### src/rtl/mem_block_arbiter.sv
// Two-requester round-robin arbiter and two-phase (setup/access) bus sequencer for one mem_block bank.
// An access stalled on m_ready for TIMEOUT cycles is aborted and reported to the winner as an err pulse.
module mem_block_arbiter #(
    parameter int unsigned DATA_WIDTH = 8,
    parameter int unsigned DEPTH      = 32,
    parameter int unsigned ADDR_WIDTH = $clog2(DEPTH),
    parameter int unsigned TIMEOUT    = 15
) (
    input  logic                  clk,
    input  logic                  reset,

    input  logic                  req0_valid,
    input  logic                  req0_wr,
    input  logic [ADDR_WIDTH-1:0] req0_addr,
    input  logic [DATA_WIDTH-1:0] req0_wdata,
    output logic                  req0_done,
    output logic                  req0_err,
    output logic [DATA_WIDTH-1:0] req0_rdata,

    input  logic                  req1_valid,
    input  logic                  req1_wr,
    input  logic [ADDR_WIDTH-1:0] req1_addr,
    input  logic [DATA_WIDTH-1:0] req1_wdata,
    output logic                  req1_done,
    output logic                  req1_err,
    output logic [DATA_WIDTH-1:0] req1_rdata,

    output logic                  m_sel,
    output logic                  m_enable,
    output logic                  m_wr,
    output logic [ADDR_WIDTH-1:0] m_addr,
    output logic [DATA_WIDTH-1:0] m_wdata,
    input  logic                  m_ready,
    input  logic [DATA_WIDTH-1:0] m_rdata
);

    // A zero TIMEOUT still needs a legal one-bit counter even though it never counts.
    localparam int unsigned CNT_W = (TIMEOUT == 0) ? 1 : $clog2(TIMEOUT + 1);

    typedef enum logic [1:0] {
        S_IDLE   = 2'd0,
        S_SETUP  = 2'd1,
        S_ACCESS = 2'd2,
        S_RESP   = 2'd3
    } state_e;

    state_e                 state_q,    state_d;
    logic                   last_q,     last_d;
    logic                   gnt_q,      gnt_d;
    logic [CNT_W-1:0]       cnt_q,      cnt_d;
    logic                   m_sel_q,    m_sel_d;
    logic                   m_enable_q, m_enable_d;
    logic                   m_wr_q,     m_wr_d;
    logic [ADDR_WIDTH-1:0]  m_addr_q,   m_addr_d;
    logic [DATA_WIDTH-1:0]  m_wdata_q,  m_wdata_d;
    logic                   done0_q,    done0_d;
    logic                   err0_q,     err0_d;
    logic                   done1_q,    done1_d;
    logic                   err1_q,     err1_d;
    logic [DATA_WIDTH-1:0]  rdata0_q,   rdata0_d;
    logic [DATA_WIDTH-1:0]  rdata1_q,   rdata1_d;

    logic                   win_c;
    logic [CNT_W-1:0]       cnt_inc_c;

    // Next-state, arbitration and bus/response register updates.
    always_comb begin
        state_d    = state_q;
        last_d     = last_q;
        gnt_d      = gnt_q;
        cnt_d      = cnt_q;
        m_sel_d    = m_sel_q;
        m_enable_d = m_enable_q;
        m_wr_d     = m_wr_q;
        m_addr_d   = m_addr_q;
        m_wdata_d  = m_wdata_q;
        done0_d    = 1'b0;
        err0_d     = 1'b0;
        done1_d    = 1'b0;
        err1_d     = 1'b0;
        rdata0_d   = rdata0_q;
        rdata1_d   = rdata1_q;
        win_c      = 1'b0;
        cnt_inc_c  = cnt_q + CNT_W'(1);

        case (state_q)
            S_IDLE: begin
                if (req0_valid || req1_valid) begin
                    // On a tie the requester that did not win last time gets the bus.
                    win_c     = (req0_valid && req1_valid) ? ~last_q : req1_valid;
                    gnt_d     = win_c;
                    last_d    = win_c;
                    m_wr_d    = win_c ? req1_wr    : req0_wr;
                    m_addr_d  = win_c ? req1_addr  : req0_addr;
                    m_wdata_d = win_c ? req1_wdata : req0_wdata;
                    m_sel_d   = 1'b1;
                    state_d   = S_SETUP;
                end
            end

            S_SETUP: begin
                m_enable_d = 1'b1;
                cnt_d      = '0;
                state_d    = S_ACCESS;
            end

            S_ACCESS: begin
                if (m_ready) begin
                    state_d    = S_RESP;
                    m_sel_d    = 1'b0;
                    m_enable_d = 1'b0;
                    if (gnt_q) begin
                        done1_d = 1'b1;
                        if (!m_wr_q) rdata1_d = m_rdata;
                    end else begin
                        done0_d = 1'b1;
                        if (!m_wr_q) rdata0_d = m_rdata;
                    end
                end else if ((TIMEOUT != 0) && (cnt_inc_c == CNT_W'(TIMEOUT))) begin
                    // Stalled slave: abort, and a read returns zero rather than stale data.
                    state_d    = S_RESP;
                    m_sel_d    = 1'b0;
                    m_enable_d = 1'b0;
                    if (gnt_q) begin
                        err1_d = 1'b1;
                        if (!m_wr_q) rdata1_d = '0;
                    end else begin
                        err0_d = 1'b1;
                        if (!m_wr_q) rdata0_d = '0;
                    end
                end else if (TIMEOUT != 0) begin
                    cnt_d = cnt_inc_c;
                end
            end

            S_RESP: begin
                state_d   = S_IDLE;
                m_wr_d    = 1'b0;
                m_addr_d  = '0;
                m_wdata_d = '0;
            end

            default: begin
                state_d = S_IDLE;
            end
        endcase
    end

    always_ff @(posedge clk or negedge reset) begin
        if (!reset) begin
            state_q    <= S_IDLE;
            last_q     <= 1'b1;
            gnt_q      <= 1'b0;
            cnt_q      <= '0;
            m_sel_q    <= 1'b0;
            m_enable_q <= 1'b0;
            m_wr_q     <= 1'b0;
            m_addr_q   <= '0;
            m_wdata_q  <= '0;
            done0_q    <= 1'b0;
            err0_q     <= 1'b0;
            done1_q    <= 1'b0;
            err1_q     <= 1'b0;
            rdata0_q   <= '0;
            rdata1_q   <= '0;
        end else begin
            state_q    <= state_d;
            last_q     <= last_d;
            gnt_q      <= gnt_d;
            cnt_q      <= cnt_d;
            m_sel_q    <= m_sel_d;
            m_enable_q <= m_enable_d;
            m_wr_q     <= m_wr_d;
            m_addr_q   <= m_addr_d;
            m_wdata_q  <= m_wdata_d;
            done0_q    <= done0_d;
            err0_q     <= err0_d;
            done1_q    <= done1_d;
            err1_q     <= err1_d;
            rdata0_q   <= rdata0_d;
            rdata1_q   <= rdata1_d;
        end
    end

    assign req0_done  = done0_q;
    assign req0_err   = err0_q;
    assign req0_rdata = rdata0_q;
    assign req1_done  = done1_q;
    assign req1_err   = err1_q;
    assign req1_rdata = rdata1_q;
    assign m_sel      = m_sel_q;
    assign m_enable   = m_enable_q;
    assign m_wr       = m_wr_q;
    assign m_addr     = m_addr_q;
    assign m_wdata    = m_wdata_q;

endmodule

### config.mk
export PLATFORM = sky130hd
export DESIGN_NAME = mem_block_arbiter
export DESIGN_NICKNAME = d
export VERILOG_FILES = /design/src/rtl/mem_block_arbiter.sv
export SDC_FILE = /design/constraint.sdc
export NUM_CORES = 1
export LEC_CHECK = 0
export CORE_ASPECT_RATIO = 1.4
export CORE_MARGIN = 5
export CORE_UTILIZATION = 39
export CTS_CLUSTER_SIZE = 30
export DETAILED_ROUTE_END_ITERATION = 10
export PLACE_DENSITY = 0.83
export SYNTH_ARGS = -nofsm -noshare
export SYNTH_HDL_FRONTEND = slang
export SYNTH_SLANG_ARGS = --single-unit
export TNS_END_PERCENT = 50
### constraint.sdc
create_clock -name clk -period 2.4 [get_ports clk]
set_clock_uncertainty 0.05 [all_clocks]
set_input_delay 0.48 -clock clk [delete_from_list [all_inputs] [get_ports clk]]
set_output_delay 0.48 -clock clk [all_outputs]
set_load 0.005 [all_outputs]
==> results.md <==
* WS Path Type: reg -> reg
* Final HPWL DP at 3680 µm
* Worst-path clk slew at 0.08 ns
* Switching power at 1060 µW
* I/O pins at 77
* Remaining DRCs at 0
* Final Hold Vio Count at 0
* Initial Utilization at 39.7%
* Via Count at 1681
* Dpl cell area at 2890 µm²
* Routability congestion estimate at 0.813
* CP Launch Type: flop
* CP max stage delay at 0.43 ns
* Syn avg cell area at 11.2 µm²
* Clk pwr share at 14.4%
* RSZ-0062 raised after global routing: false
* Clock Tree Buf Depth at 2
* CTS root buffer: clkbuf_8
* R2r setup slk at 0.12 ns
* Routed WL at 4750 µm
* Num CTS Buffers at 5
* FILL cells at 453
* Top cells by count, synth: dfrtp_1, nand2_1, a22o_1, o21ai_0, mux2i_1
* Horiz. Die Dim at 71.0 µm
* Leading area contributor after synthesis: dfrtp_1
* Post-route ant nets at 0
* CP arrival at 2.40 ns
* Design area at 2990 µm²
* Syn_nets at 230
* Cell Chain, Critical Path: ha_1 -> nand2b_4 -> o21ai_1 -> a311o_1 -> buf_4 -> nand4b_1 -> a22o_1
* Largest family of logic cells by synthesized area: compound AO/OA/AOI/OAI gates
* Crit-path max FO at 8
* Internal Power at 2180 µW
* Largest cells by area after synthesis: dfrtp_1, a22o_1, mux2i_1, ha_1, nand2_1
* Final Total Pwr at 3240 µW
* Synth cell types at 41
* Post-CTS Hold Buffers at 0
* Multi-input gate area at 870 µm²
* DR vias/cell at 5.09
* LEAKAGE at 0.00132 µW
* Rel. slew slack at 72.2%
* Initial antenna violation count at 0
* Final Max Slew Viols at 0
* Simple-Gate Fraction of Synth Area at 13.0%
* Sequential cell area at 1100 µm²
* CP endpoint kind: flop
* Post-Syn Instances at 182
* Clk sinks at 44
* Initial drt markers at 96
* Layout cells sized above 1 at 9.09%
* Async set or reset register ratio after synthesis at 100%
* GRT Total Usage at 13.9%
* Worst reg2reg path startpoint: cnt_q[0]$_DFFE_PN0P_
* Fin nets at 311
* First-pass GRT wire length at 7310 µm
* Mux cell area share after synthesis at 8.00%
* Largest net degree at the start of global routing at 27
* R2R cell count at 7
* WP data required at 2.52 ns
* Vias in the first global route at 1612
* Synth Warn # at 0
* Synth top area share at 52.9%
* Die Y at 95.5 µm
* TritonCTS clock tree: yes
* IO Port Bufs at 76
* Max-Cap Viols at 0
* Htree depth at 2
* Core footprint at 5120 µm²
* Synth Register Bits at 44
* Seq/Total Area, Yosys at 54.2%
* HP Class: in -> async
* Worst-margin pin slew at 0.417 ns
* 1st-pass router iterations at 4
* FMAX at 438 MHz
* Gate power share at 46.1%
* Final min period at 2.28 ns
* Adder-cell share of the synthesized area at 4.31%
* Post-Route Utilization at 58.4%
* FP Rows at 31
* Diode count at 0
* Switching share of power at 32.8%
* Xor/xnor share of the synthesized area at 0.431%
* Synth-to-layout area growth at 47.0%
* Tcrit/Tclk final at 95.2%
* Die Area at 6780 µm²
* Post-synthesis compound-gate area fraction at 16.7%
* R2r endpoint: req1_rdata[6]$_DFFE_PN0P_
* Clock Latency Late Sink at 0.29 ns
* Most frequent cell after synthesis: dfrtp_1
* Crit path max-delay cell type: dfrtp_1
* Reg power frac at 39.5%
* Mapped cell area at 2030 µm²
* Wire per inst at 14.4 µm
* Outcome: finished, final reports clean
* Grt total ovfl at 0
* Post-synth EDFFs at 0
* Worst IR Drop VDD at 0.645 mV
* Main synth FF type: dfrtp_1
* Setup_tns at 0 ns
* Cell Pwr Density at 1080 nW/µm²
* Endpoints failing setup at 0
[power by group through the flow]
stage	Combinational, µW	Clock (µW)	Sequential (µW)
detailed placement	1510	0	1290
CTS	1510	484	1280
global route	1640	510	1330
finish	1490	468	1280
global placement	1470	0	1280
floorplan	674	0	1270
[cells in the final DEF, fill, tap and decap left out, types with 2 or more instances in the layout]
cell type,n
nand2_1,23
a31oi_1,2
a21oi_1,2
nand3_1,2
ha_1,7
inv_1,7
o22ai_1,2
mux2i_1,14
mux2_2,2
buf_4,8
nand3b_1,2
clkdlybuf4s50_1,75
nor3_1,2
and4b_1,2
o21ai_0,16
o21ai_1,2
dfrtp_1,43
clkbuf_8,6
nor2_1,6
a22o_1,18
[registers in the layout (all words and copies together) (netlist names)]
register / count
m_wdata: 8
req0_rdata: 8
req1_rdata: 8
m_addr: 5
cnt_q: 4
state_q: 2
gnt_q: 1
last_q: 1
m_enable: 1
m_sel: 1
m_wr: 1
req0_done: 1
req0_err: 1
req1_done: 1
req1_err: 1
[metrics by stage]
step,hold WS (ns),setup WS [ns],cells
final,0.0665,0.115,330
after global routing,0.0965,0.00709,330
after CTS,0.0702,0.111,330
after detailed placement,0.387,0.122,322
after global placement,0.383,0.188,322
after floorplan,0.134,0.174,182
[final cells by class]
| cell class | instances | share of cell area [%] |
|---|---|---|
| Multi-Input combinational cell | 121 | 29.1 |
| Tap cell | 66 | 2.76 |
| Inverter | 7 | 0.879 |
| Sequential cell | 44 | 36.9 |
| Timing Repair Buffer | 84 | 27.3 |
| Clock inverter | 1 | 0.251 |
| Clock buffer | 7 | 2.89 |
[kinds of logic (layout without fill, tap and decap cells)]
group | count (synthesis) | after routing
AO/OA/AOI/OAI | 49 | 49
AND/OR/NAND/NOR | 48 | 48
flip-flops | 44 | 44
multiplexers | 16 | 16
adder cells (fa/ha/maj) | 7 | 7
XOR/XNOR | 1 | 1
buffers and inverters | 17 | 99
[per-layer routing]
| metal | up-vias | part of all wire [%] | GRT usage [%] |
|---|---|---|---|
| met5 | - | 0 | 0 |
| met4 | 0 | 2.9 | 6.90 |
| met3 | 12 | 8.6 | 5.49 |
| met2 | 66 | 49 | 22.8 |
| met1 | 792 | 39 | 15.6 |
| li1 | 811 | - | - |
[what timing repair did]
item | 4_1_cts | 5_1_grt
gates resized for setup | 0 | 1
setup buffers | 0 | 0
endpoints found under the setup margin | 0 | 3
[critical path: cells and delay by family, from the launching register on]
kind                       cells  cell delay (ns)
buffers and inverters          1             0.17
adders and majority gates      1             0.27
DFF                            1             0.43
and+or+nand+nor                2             0.52
AOI/OAI and AO/OA              3             0.74
[worst max path at each step]
| stage | startpoint | endpoint | cells after the start |
|---|---|---|---|
| floorplan | cnt_q[0]$_DFFE_PN0P_ | req0_rdata[0]$_DFFE_PN0P_ | 8 |
| global placement | cnt_q[0]$_DFFE_PN0P_ | req0_rdata[0]$_DFFE_PN0P_ | 6 |
| detailed placement | cnt_q[0]$_DFFE_PN0P_ | req0_rdata[5]$_DFFE_PN0P_ | 6 |
| CTS | cnt_q[0]$_DFFE_PN0P_ | req0_rdata[3]$_DFFE_PN0P_ | 6 |
| global route | cnt_q[1]$_DFFE_PN0P_ | state_q[1]$_DFFE_PN0P_ | 7 |
| finish | cnt_q[0]$_DFFE_PN0P_ | req1_rdata[6]$_DFFE_PN0P_ | 7 |
Power figures use the tool's default switching activity.
